**config.mk**
```make
export PLATFORM = sky130hd
export DESIGN_NAME = tri_raster_sequencer_flat
export DESIGN_NICKNAME = d
export VERILOG_FILES = /design/src/rtl/tri_raster_sequencer_if.sv /design/src/rtl/tri_raster_sequencer.sv /design/src/flat_wrapper.sv
export SDC_FILE = /design/constraint.sdc
export NUM_CORES = 1
export LEC_CHECK = 0
export BUFFER_PORTS_ARGS = -buffer_cell sky130_fd_sc_hd__buf_2
export CORE_MARGIN = 4
export CORE_UTILIZATION = 40
export DETAILED_ROUTE_END_ITERATION = 10
export PLACE_DENSITY_LB_ADDON = 0.05
export SLEW_MARGIN = 15
export SYNTH_ARGS = -nofsm -noshare
export SYNTH_HDL_FRONTEND = slang
export SYNTH_SLANG_ARGS = --single-unit
export TNS_END_PERCENT = 5
```
**constraint.sdc**
```tcl
create_clock -name clk -period 5.25 [get_ports clk]
set_clock_uncertainty 0.1 [all_clocks]
set_input_delay 0.2625 -clock clk [delete_from_list [all_inputs] [get_ports clk]]
set_output_delay 0.2625 -clock clk [all_outputs]
set_load 0.02 [all_outputs]
```
**src/rtl/tri_raster_sequencer_if.sv**
```systemverilog
// -----------------------------------------------------------------------------
// tri_raster_sequencer_if
// Groups the frame-control, FIFO-status and pipe-handshake signals of the
// triangle raster sequencer into one bundle.
//
//   frame_start / frame_abort / tri_count : frame control from the host
//   vertex_size / tri_fifo_level          : triangle FIFO occupancy
//   frag_fifo_threshold                   : fragment FIFO throttle
//   pipe_ready / pipe_done / pipe_start   : handshake with the raster pipe
//   frame_busy / frame_done / timeout_err : frame status
//   tris_issued / tris_retired            : per-frame triangle counters
//   busy_cycles / stall_cycles            : perf counters (TRI_SEQ_PERF_EN only)
//
// Modports: master = host/pipe side, slave = sequencer.
// Optional feature macro: TRI_SEQ_PERF_EN.
// -----------------------------------------------------------------------------
interface tri_raster_sequencer_if #(
    parameter int ADDR_WIDTH  = 4,
    parameter int LEVEL_WIDTH = 8,
    parameter int CNT_WIDTH   = 16
);
    logic                   frame_start;
    logic                   frame_abort;
    logic [CNT_WIDTH-1:0]   tri_count;
    logic [ADDR_WIDTH-1:0]  vertex_size;
    logic [LEVEL_WIDTH-1:0] tri_fifo_level;
    logic                   frag_fifo_threshold;
    logic                   pipe_ready;
    logic                   pipe_done;
    logic                   pipe_start;
    logic                   frame_busy;
    logic                   frame_done;
    logic                   timeout_err;
    logic [CNT_WIDTH-1:0]   tris_issued;
    logic [CNT_WIDTH-1:0]   tris_retired;
`ifdef TRI_SEQ_PERF_EN
    logic [31:0]            busy_cycles;
    logic [31:0]            stall_cycles;
`endif

    modport master (
        output frame_start, frame_abort, tri_count, vertex_size,
               tri_fifo_level, frag_fifo_threshold, pipe_ready, pipe_done,
        input  pipe_start, frame_busy, frame_done, timeout_err,
               tris_issued, tris_retired
`ifdef TRI_SEQ_PERF_EN
        , input busy_cycles, stall_cycles
`endif
    );

    modport slave (
        input  frame_start, frame_abort, tri_count, vertex_size,
               tri_fifo_level, frag_fifo_threshold, pipe_ready, pipe_done,
        output pipe_start, frame_busy, frame_done, timeout_err,
               tris_issued, tris_retired
`ifdef TRI_SEQ_PERF_EN
        , output busy_cycles, stall_cycles
`endif
    );
endinterface

```
**src/rtl/tri_raster_sequencer.sv**
```systemverilog
// -----------------------------------------------------------------------------
// tri_raster_sequencer
// Frame-level sequencer for the triangle rasteriser pipe. A frame_start loads
// the triangle count; one pipe_start pulse is then issued per triangle, each
// only when the triangle FIFO holds a whole triangle (3*vertex_size words),
// the fragment FIFO is not throttling and the pipe is ready. Each triangle in
// flight is guarded by a watchdog; expiry parks the FSM in ERROR with a sticky
// timeout_err until frame_abort (or reset) and a new frame_start.
//
// Ports:
//   clk    : clock
//   resetn : asynchronous active-low reset
//   bus    : tri_raster_sequencer_if.slave (see interface header)
//
// Optional feature macro: TRI_SEQ_PERF_EN adds busy_cycles / stall_cycles.
// -----------------------------------------------------------------------------
module tri_raster_sequencer #(
    parameter int ADDR_WIDTH     = 4,
    parameter int LEVEL_WIDTH    = 8,
    parameter int CNT_WIDTH      = 16,
    parameter int TIMEOUT_CYCLES = 4096
) (
    input logic                   clk,
    input logic                   resetn,
    tri_raster_sequencer_if.slave bus
);
    localparam int WD_WIDTH = $clog2(TIMEOUT_CYCLES + 1);
    localparam logic [WD_WIDTH-1:0] WD_LAST = WD_WIDTH'(TIMEOUT_CYCLES - 1);

    typedef enum logic [1:0] {
        ST_IDLE     = 2'd0,
        ST_WAIT_TRI = 2'd1,
        ST_RUN      = 2'd2,
        ST_ERROR    = 2'd3
    } state_t;

    state_t                 state_r, state_n;
    logic [CNT_WIDTH-1:0]   count_r, count_n;
    logic [CNT_WIDTH-1:0]   issued_r, issued_n;
    logic [CNT_WIDTH-1:0]   retired_r, retired_n;
    logic [WD_WIDTH-1:0]    wd_r, wd_n;
    logic                   pipe_start_r, pipe_start_n;
    logic                   frame_done_r, frame_done_n;
    logic                   frame_busy_r, frame_busy_n;
    logic                   timeout_err_r, timeout_err_n;

    logic [ADDR_WIDTH+1:0]  need_wide_s;
    logic                   level_ok_s;
    logic                   issue_ok_s;
    logic                   all_issued_s;

    // Words needed for one triangle and the resulting issue qualifiers.
    always_comb begin
        need_wide_s  = {2'b00, bus.vertex_size} + {1'b0, bus.vertex_size, 1'b0};
        level_ok_s   = (bus.tri_fifo_level >= LEVEL_WIDTH'(need_wide_s));
        issue_ok_s   = bus.pipe_ready & level_ok_s & ~bus.frag_fifo_threshold;
        all_issued_s = (issued_r == count_r);
    end

    // Next-state and next-output logic; frame_abort overrides every state.
    always_comb begin
        state_n       = state_r;
        count_n       = count_r;
        issued_n      = issued_r;
        retired_n     = retired_r;
        wd_n          = wd_r;
        pipe_start_n  = 1'b0;
        frame_done_n  = 1'b0;
        timeout_err_n = timeout_err_r;

        if (bus.frame_abort) begin
            // Counters are left untouched so they can be inspected afterwards.
            state_n = ST_IDLE;
        end else begin
            case (state_r)
                ST_IDLE: begin
                    if (bus.frame_start) begin
                        count_n       = bus.tri_count;
                        issued_n      = {CNT_WIDTH{1'b0}};
                        retired_n     = {CNT_WIDTH{1'b0}};
                        timeout_err_n = 1'b0;
                        if (bus.tri_count == {CNT_WIDTH{1'b0}}) begin
                            frame_done_n = 1'b1;
                        end else begin
                            state_n = ST_WAIT_TRI;
                        end
                    end else begin
                        state_n = ST_IDLE;
                    end
                end
                ST_WAIT_TRI: begin
                    if (all_issued_s) begin
                        state_n      = ST_IDLE;
                        frame_done_n = 1'b1;
                    end else if (issue_ok_s) begin
                        pipe_start_n = 1'b1;
                        issued_n     = issued_r + CNT_WIDTH'(1);
                        wd_n         = {WD_WIDTH{1'b0}};
                        state_n      = ST_RUN;
                    end else begin
                        state_n = ST_WAIT_TRI;
                    end
                end
                ST_RUN: begin
                    // A done arriving on the expiry cycle still retires the triangle.
                    if (bus.pipe_done) begin
                        retired_n = retired_r + CNT_WIDTH'(1);
                        state_n   = ST_WAIT_TRI;
                    end else if (wd_r == WD_LAST) begin
                        timeout_err_n = 1'b1;
                        state_n       = ST_ERROR;
                    end else begin
                        wd_n = wd_r + WD_WIDTH'(1);
                    end
                end
                ST_ERROR: begin
                    state_n = ST_ERROR;
                end
                default: begin
                    state_n = ST_IDLE;
                end
            endcase
        end

        frame_busy_n = (state_n == ST_WAIT_TRI) || (state_n == ST_RUN);
    end

    // State, counters and all status outputs are registered here.
    always_ff @(posedge clk or negedge resetn) begin
        if (!resetn) begin
            state_r       <= ST_IDLE;
            count_r       <= {CNT_WIDTH{1'b0}};
            issued_r      <= {CNT_WIDTH{1'b0}};
            retired_r     <= {CNT_WIDTH{1'b0}};
            wd_r          <= {WD_WIDTH{1'b0}};
            pipe_start_r  <= 1'b0;
            frame_done_r  <= 1'b0;
            frame_busy_r  <= 1'b0;
            timeout_err_r <= 1'b0;
        end else begin
            state_r       <= state_n;
            count_r       <= count_n;
            issued_r      <= issued_n;
            retired_r     <= retired_n;
            wd_r          <= wd_n;
            pipe_start_r  <= pipe_start_n;
            frame_done_r  <= frame_done_n;
            frame_busy_r  <= frame_busy_n;
            timeout_err_r <= timeout_err_n;
        end
    end

    assign bus.pipe_start   = pipe_start_r;
    assign bus.frame_done   = frame_done_r;
    assign bus.frame_busy   = frame_busy_r;
    assign bus.timeout_err  = timeout_err_r;
    assign bus.tris_issued  = issued_r;
    assign bus.tris_retired = retired_r;

`ifdef TRI_SEQ_PERF_EN
    logic [31:0] busy_cycles_r;
    logic [31:0] stall_cycles_r;
    logic        accept_start_s;
    logic        in_frame_s;
    logic        stalled_s;

    // Perf qualifiers: stall means a triangle is pending but the FIFOs block it.
    always_comb begin
        accept_start_s = (state_r == ST_IDLE) & bus.frame_start & ~bus.frame_abort;
        in_frame_s     = (state_r == ST_WAIT_TRI) || (state_r == ST_RUN);
        stalled_s      = (state_r == ST_WAIT_TRI) & ~all_issued_s &
                         (~level_ok_s | bus.frag_fifo_threshold);
    end

    // Saturating perf counters, cleared when a new frame is accepted.
    always_ff @(posedge clk or negedge resetn) begin
        if (!resetn) begin
            busy_cycles_r  <= 32'd0;
            stall_cycles_r <= 32'd0;
        end else if (accept_start_s) begin
            busy_cycles_r  <= 32'd0;
            stall_cycles_r <= 32'd0;
        end else begin
            if (in_frame_s && (busy_cycles_r != 32'hFFFF_FFFF)) begin
                busy_cycles_r <= busy_cycles_r + 32'd1;
            end else begin
                busy_cycles_r <= busy_cycles_r;
            end
            if (stalled_s && (stall_cycles_r != 32'hFFFF_FFFF)) begin
                stall_cycles_r <= stall_cycles_r + 32'd1;
            end else begin
                stall_cycles_r <= stall_cycles_r;
            end
        end
    end

    assign bus.busy_cycles  = busy_cycles_r;
    assign bus.stall_cycles = stall_cycles_r;
`endif

endmodule

```
**src/flat_wrapper.sv**
```systemverilog
// flat-port wrapper written by rule: the top's interface ports become plain ports
module tri_raster_sequencer_flat 
#(
    parameter int ADDR_WIDTH     = 4,
    parameter int LEVEL_WIDTH    = 8,
    parameter int CNT_WIDTH      = 16,
    parameter int TIMEOUT_CYCLES = 4096
)
  (clk, resetn, bus_frame_start, bus_frame_abort, bus_tri_count, bus_vertex_size, bus_tri_fifo_level, bus_frag_fifo_threshold, bus_pipe_ready, bus_pipe_done, bus_pipe_start, bus_frame_busy, bus_frame_done, bus_timeout_err, bus_tris_issued, bus_tris_retired);
  tri_raster_sequencer_if #(.ADDR_WIDTH(ADDR_WIDTH), .LEVEL_WIDTH(LEVEL_WIDTH), .CNT_WIDTH(CNT_WIDTH)) bus_i ();
  input logic clk;
  input logic resetn;
  input wire logic [$bits(bus_i.frame_start)-1:0] bus_frame_start;
  input wire logic [$bits(bus_i.frame_abort)-1:0] bus_frame_abort;
  input wire logic [$bits(bus_i.tri_count)-1:0] bus_tri_count;
  input wire logic [$bits(bus_i.vertex_size)-1:0] bus_vertex_size;
  input wire logic [$bits(bus_i.tri_fifo_level)-1:0] bus_tri_fifo_level;
  input wire logic [$bits(bus_i.frag_fifo_threshold)-1:0] bus_frag_fifo_threshold;
  input wire logic [$bits(bus_i.pipe_ready)-1:0] bus_pipe_ready;
  input wire logic [$bits(bus_i.pipe_done)-1:0] bus_pipe_done;
  output wire logic [$bits(bus_i.pipe_start)-1:0] bus_pipe_start;
  output wire logic [$bits(bus_i.frame_busy)-1:0] bus_frame_busy;
  output wire logic [$bits(bus_i.frame_done)-1:0] bus_frame_done;
  output wire logic [$bits(bus_i.timeout_err)-1:0] bus_timeout_err;
  output wire logic [$bits(bus_i.tris_issued)-1:0] bus_tris_issued;
  output wire logic [$bits(bus_i.tris_retired)-1:0] bus_tris_retired;
  assign bus_i.frame_start = bus_frame_start;
  assign bus_i.frame_abort = bus_frame_abort;
  assign bus_i.tri_count = bus_tri_count;
  assign bus_i.vertex_size = bus_vertex_size;
  assign bus_i.tri_fifo_level = bus_tri_fifo_level;
  assign bus_i.frag_fifo_threshold = bus_frag_fifo_threshold;
  assign bus_i.pipe_ready = bus_pipe_ready;
  assign bus_i.pipe_done = bus_pipe_done;
  assign bus_pipe_start = bus_i.pipe_start;
  assign bus_frame_busy = bus_i.frame_busy;
  assign bus_frame_done = bus_i.frame_done;
  assign bus_timeout_err = bus_i.timeout_err;
  assign bus_tris_issued = bus_i.tris_issued;
  assign bus_tris_retired = bus_i.tris_retired;
  tri_raster_sequencer #(.ADDR_WIDTH(ADDR_WIDTH), .LEVEL_WIDTH(LEVEL_WIDTH), .CNT_WIDTH(CNT_WIDTH), .TIMEOUT_CYCLES(TIMEOUT_CYCLES)) u_core (.clk(clk), .resetn(resetn), .bus(bus_i));
endmodule
```
* Yosys cells after proc, flatten, opt, wreduce, memory -nomap -nowiden *
Cells that the tools add are included.

cells by class
  add/subtract/negate cells = 4
  multiply operators = 0
  shift-type cells = 0
  bitwise gates (word level) = 4
  muxes and demuxes = 32
  div/mod/pow operators = 0
  eq/ne operators = 14
  reductions and logical operators = 11
  magnitude comparators = 1

operators with widths
  kind                                                                     count
  16-bit 2-to-1 mux                                                        4
  16-bit one-hot mux with 2 select lines                                   2
  13-bit 2-to-1 mux                                                        4
  16-bit by 1-bit adder with 16-bit output, second input constant          2
  13-bit one-hot mux with 2 select lines                                   1
  16-bit equality test                                                     1
  16-bit logical NOT                                                       1
  2-bit 2-to-1 mux                                                         7
  13-bit by 1-bit adder with 13-bit output, second input constant          1
  13-bit by 12-bit equality test with 1-bit output, second input constant  1
  1-bit 2-to-1 mux                                                         11
  2-bit != test, second input constant                                     5
  5-bit AND reduction                                                      2
  8-bit by 6-bit greater-or-equal comparator with 1-bit output             1
  2-bit one-hot mux with 4 select lines                                    1
  4-bit by 5-bit adder with 6-bit output                                   1
  2-bit equality test, second input constant                               3
  6-bit AND reduction                                                      1
  2-bit nonzero test                                                       3
  2-bit by 1-bit equality test with 1-bit output, second input constant    2
  2-bit by 1-bit != test with 1-bit output, second input constant          2
  1-bit one-hot mux with 2 select lines                                    2
  4-bit AND reduction                                                      1
  3-bit AND reduction                                                      1
  other kinds (4)                                                          6

word-level totals
  ROM bits = 0
  bits in latches = 0
  output and inout bits = 36
  memories kept = 0
  memory bits (writable) = 0
  bits of input ports = 35
  register bits = 67

* Depth between registers and ports, before layout *
  depth after elaboration = 10
  gate-level depth with buffers = 14

* Least setup slack after synthesis *
Ideal clock, no wire load.

  kind = input-to-reg
  from = input port bus_vertex_size[0]
  to = register u_core.issued_r[7] (netlist: u_core.bus.tris_issued[7])
  setup slack = 2.409 ns
  data arrival time = 2.663 ns
  required time = 5.072 ns
  stages = 12
  setup time = 0.078 ns
  path buffers = 1
  path through = ha_1 > inv_1 > fa_1 > xnor2_1 > ha_1 > a21oi_1 > o21ai_1 > o21ba_2 > o31a_1 > buf_2 > or4_1 > a21oi_1

on the way
  word-level cells in the longest chain between the ends = 6

ends and longest elaborated chain
  item                                                          line                         RTL
  from (decl)                                                   flat_wrapper.sv:16           input wire logic [$bits(bus_i.vertex_size)-1:0] bus_vertex_size;
  4-bit by 5-bit adder with 6-bit output                        tri_raster_sequencer.sv:54   need_wide_s = {2'b00, bus.vertex_size} + {1'b0, bus.vertex_size, 1'b0};
  8-bit by 6-bit greater-or-equal comparator with 1-bit output  tri_raster_sequencer.sv:55   level_ok_s = (bus.tri_fifo_level >= LEVEL_WIDTH'(need_wide_s));
  1-bit bitwise AND (2 in series)                               tri_raster_sequencer.sv:56   issue_ok_s = bus.pipe_ready & level_ok_s & ~bus.frag_fifo_threshold;
  2-bit by 1-bit != test with 1-bit output (no source line)     n/a
  5-bit AND reduction (no source line)                          n/a
  to (signal assigned)                                          tri_raster_sequencer.sv:133  issued_r <= {CNT_WIDTH{1'b0}};
  to (signal assigned)                                          tri_raster_sequencer.sv:143  issued_r <= issued_n;
  to (decl)                                                     tri_raster_sequencer.sv:39   logic [CNT_WIDTH-1:0] issued_r, issued_n;

Every way passes these cells.
A chain may end at the register's enable or synchronous reset.

* Final worst setup path *
  from = input port bus_vertex_size[1]
  to = register u_core.issued_r[15] (netlist: u_core.bus.tris_issued[15])

The elaborated chain is that of the path after synthesis.

==> impl_metrics.json <==
{
  "slew_viol_final": 0,
  "yosys-mux-area-fraction_pct": 1.127,
  "wl_per_cell_um": 14.43,
  "synth_fa_ha_area_share_pct": 4.985,
  "setup_tns_ps": 0,
  "max-cap-violations": 0,
  "synth_cell_types": 41,
  "startpoint_type": "input port",
  "path_class": "in -> reg",
  "p_leak_nw": 2.037,
  "synth_edf_count": 0,
  "start_util_pct": 41.62,
  "fmax_mhz": 317.7,
  "critPathBufInv": 3,
  "cp_max_fo": 29,
  "cts_buffer_depth": 2,
  "synth_top_family_by_area": "simple AND/OR/NAND/NOR gates",
  "grt_usage_pct": 16.30,
  "cp_slowest_stage_delay_ps": 780,
  "synth-xor-area-share_pct": 9.321,
  "io_pins": 71,
  "min_period_ps": 3148,
  "synthSimpleGateAreaFrac_pct": 27.04,
  "required_ps": 5420,
  "endpoint": "u_core.bus.tris_issued[15]",
  "placement.cell_area_mm2": 0.004116,
  "grt_pass1_wl_mm": 14.23,
  "ys_seq_area_share_pct": 45.75,
  "fillers": 858,
  "synth_cells": 401,
  "hold_slack_ps": -1.986,
  "grt_max_degree": 68,
  "via_per_inst": 5.200,
  "gp_congestion": 0.7904,
  "netlist_top_cells_count": "nand2_1, dfrtp_1, nor2_1",
  "synth_top_area_cell": "dfrtp_1",
  "synth_nets": 450,
  "numCtsBuffers": 9,
  "yosysMostFrequentCell": "nand2_1",
  "syn_area_mm2": 0.003665,
  "drive_gt1_share_pct": 20.38,
  "synth_area_leaders": "dfrtp_1, nand2_1, xnor2_1, ha_1, nand4_1",
  "io_buffers": 70,
  "dieArea_mm2": 0.01076,
  "post_cts_resized": 0,
  "vias": 3037,
  "synth_top_area_share_pct": 45.75,
  "drt-pass1-iter-count": 4,
  "overflow": 0,
  "post_cts_buffers": 0,
  "avgSynthCellArea_um2": 9.139,
  "totalPowerFinal_mw": 1.233,
  "status": "complete, but fails checks",
  "reg2reg_to": "u_core.bus.tris_issued[15]",
  "clock-sinks": 67,
  "core_mm2": 0.008806,
  "hold_class": "in -> async",
  "path_delay_family": "compound AO/OA/AOI/OAI gates",
  "layout.cell_area.non_filler_mm2": 0.004310,
  "path_cells": "buf_2, ha_1, inv_1, fa_1, inv_1, a21oi_1, ha_1, a2111oi_0, o21ai_1, o21ba_2, o31a_1, o31ai_1, a21oi_1",
  "crit_start": "bus_vertex_size[1]",
  "fin_nets": 520,
  "antenna_cells": 0,
  "clkLatencyLatePin_ps": 340,
  "htreeDepth": 3,
  "area_growth_pct": 17.62,
  "setup_violations": 0,
  "synthFlopType": "dfrtp_1",
  "num_rows": 34,
  "cts_hold_buf": 0,
  "yosys_warnings": 0,
  "die_y_um": 103.7,
  "r2r_setup_slack_ps": 2590,
  "dp_hpwl_mm": 6.004,
  "wirelength_mm": 8.430,
  "rsz0062_at_grt": "false",
  "synth_compound_area_share_pct": 8.638,
  "power_density_mw_per_mm2": 286.1,
  "reg2reg_from": "u_core.bus.tris_issued[4]",
  "tightest_slew_ps": 960.2,
  "cts_root_buf": "clkbuf_8",
  "r2r_cells": 6,
  "regArea_mm2": 0.001677,
  "drt_iter0_markers": 138,
  "cts_tree": "built",
  "drc": 0,
  "hold_viol_final": 2,
  "crit_cells": 13,
  "slew-limit-headroom_pct": 35.99,
  "final_util_pct": 48.95,
  "postRouteAntennaNets": 0,
  "clkSlewWorstSetupHoldPaths_ps": 70,
  "post-route-period-util_pct": 59.96,
  "slowest_stage": "o31a_1",
  "end_kind": "flop",
  "die_w_um": 103.7,
  "violations": "hold timing",
  "antenna_found_initial": 0,
  "cp.arrival_ps": 3320,
  "ys_ff_latch": 67,
  "synth-async-reset-ratio_pct": 100.0,
  "grt_pass1_vias": 2966,
  "ir_drop_v": 0.0001422,
  "multi_input_area_mm2": 0.001876
}
## placed cells by master, fill, tap and decap left out, types with 3 or more instances in the layout
cell,count
buf_2,70
nand2_1,68
dfrtp_1,67
nor2_1,35
xnor2_1,24
nand4_1,23
a21oi_1,21
inv_1,15
xor2_1,15
ha_1,13
nand3_1,11
or3_1,11
clkbuf_8,10
nor3_1,9
o21ai_1,8
o31ai_1,8
or4_1,8
nand2b_1,5
nor4_2,5
and3_1,5
nor4_1,4
nor2b_1,4
o21ai_0,4
mux2i_1,3
clkinv_2,3
buf_4,3
## worst min path at each step
stage,slack (ps),startpoint,cells after the start,end
after detailed placement,370,bus_tri_count[0],3,u_core.count_r[0]
after global routing,10,bus_tri_count[3],3,u_core.count_r[3]
after global placement,370,bus_tri_count[0],3,u_core.count_r[0]
after CTS,3,bus_tri_count[0],3,u_core.count_r[0]
final,-2,resetn,2,u_core.bus.tris_retired[12]
after floorplan,-130,resetn,0,u_core.bus.frame_busy
## flip-flops by register name (all words and copies together) (netlist names)
register                 count
u_core.bus.tris_issued      16
u_core.bus.pipe_start        1
u_core.bus.tris_retired     16
u_core.bus.timeout_err       1
u_core.bus.frame_done        1
u_core.count_r              16
u_core.state_r               2
u_core.bus.frame_busy        1
u_core.wd_r                 13
## area by class of cell
cell class | instances | area share, %
Inverter | 15 | 1.306
Tap cell | 108 | 3.135
Timing Repair Buffer | 73 | 8.650
Multi-Input combinational cell | 305 | 43.51
Clock buffer | 11 | 3.280
Clock inverter | 5 | 1.219
Sequential cell | 67 | 38.90
## kinds of logic after synthesis
group / count (synthesis)
buffers and inverters: 29
xor gates and xnor gates: 39
DFF: 67
and+or+nand+nor: 196
muxes: 4
AOI/OAI and AO/OA: 52
adders and majority gates: 14
## stage by stage
| stage | std cells | setup WS [ps] |
|---|---|---|
| floorplan | 401 | 2409 |
| global placement | 568 | 1818 |
| detailed placement | 568 | 1747 |
| CTS | 584 | 2133 |
| global route | 584 | 1866 |
| finish | 584 | 2102 |
## report_power, final
part / internal [mW] / switching, mW / leakage (nW)
combinational: 0.0838 / 0.116 / 1.04
clock: 0.230 / 0.198 / 0.0991
sequential: 0.563 / 0.0434 / 0.899
total: 0.876 / 0.357 / 2.04
## routing by layer
layer  part of all wire [%]  wire (µm)  track usage (%)  vias to the layer above
li1                       -          -                -                     1540
met3                    5.0        418            3.483                       13
met1                     48       4038            20.75                     1410
met4                    2.0        165            7.217                        0
met5                      0          0                0                        -
met2                     45       3806            26.73                       74
Note: power is estimated with default switching activity, not from simulation.
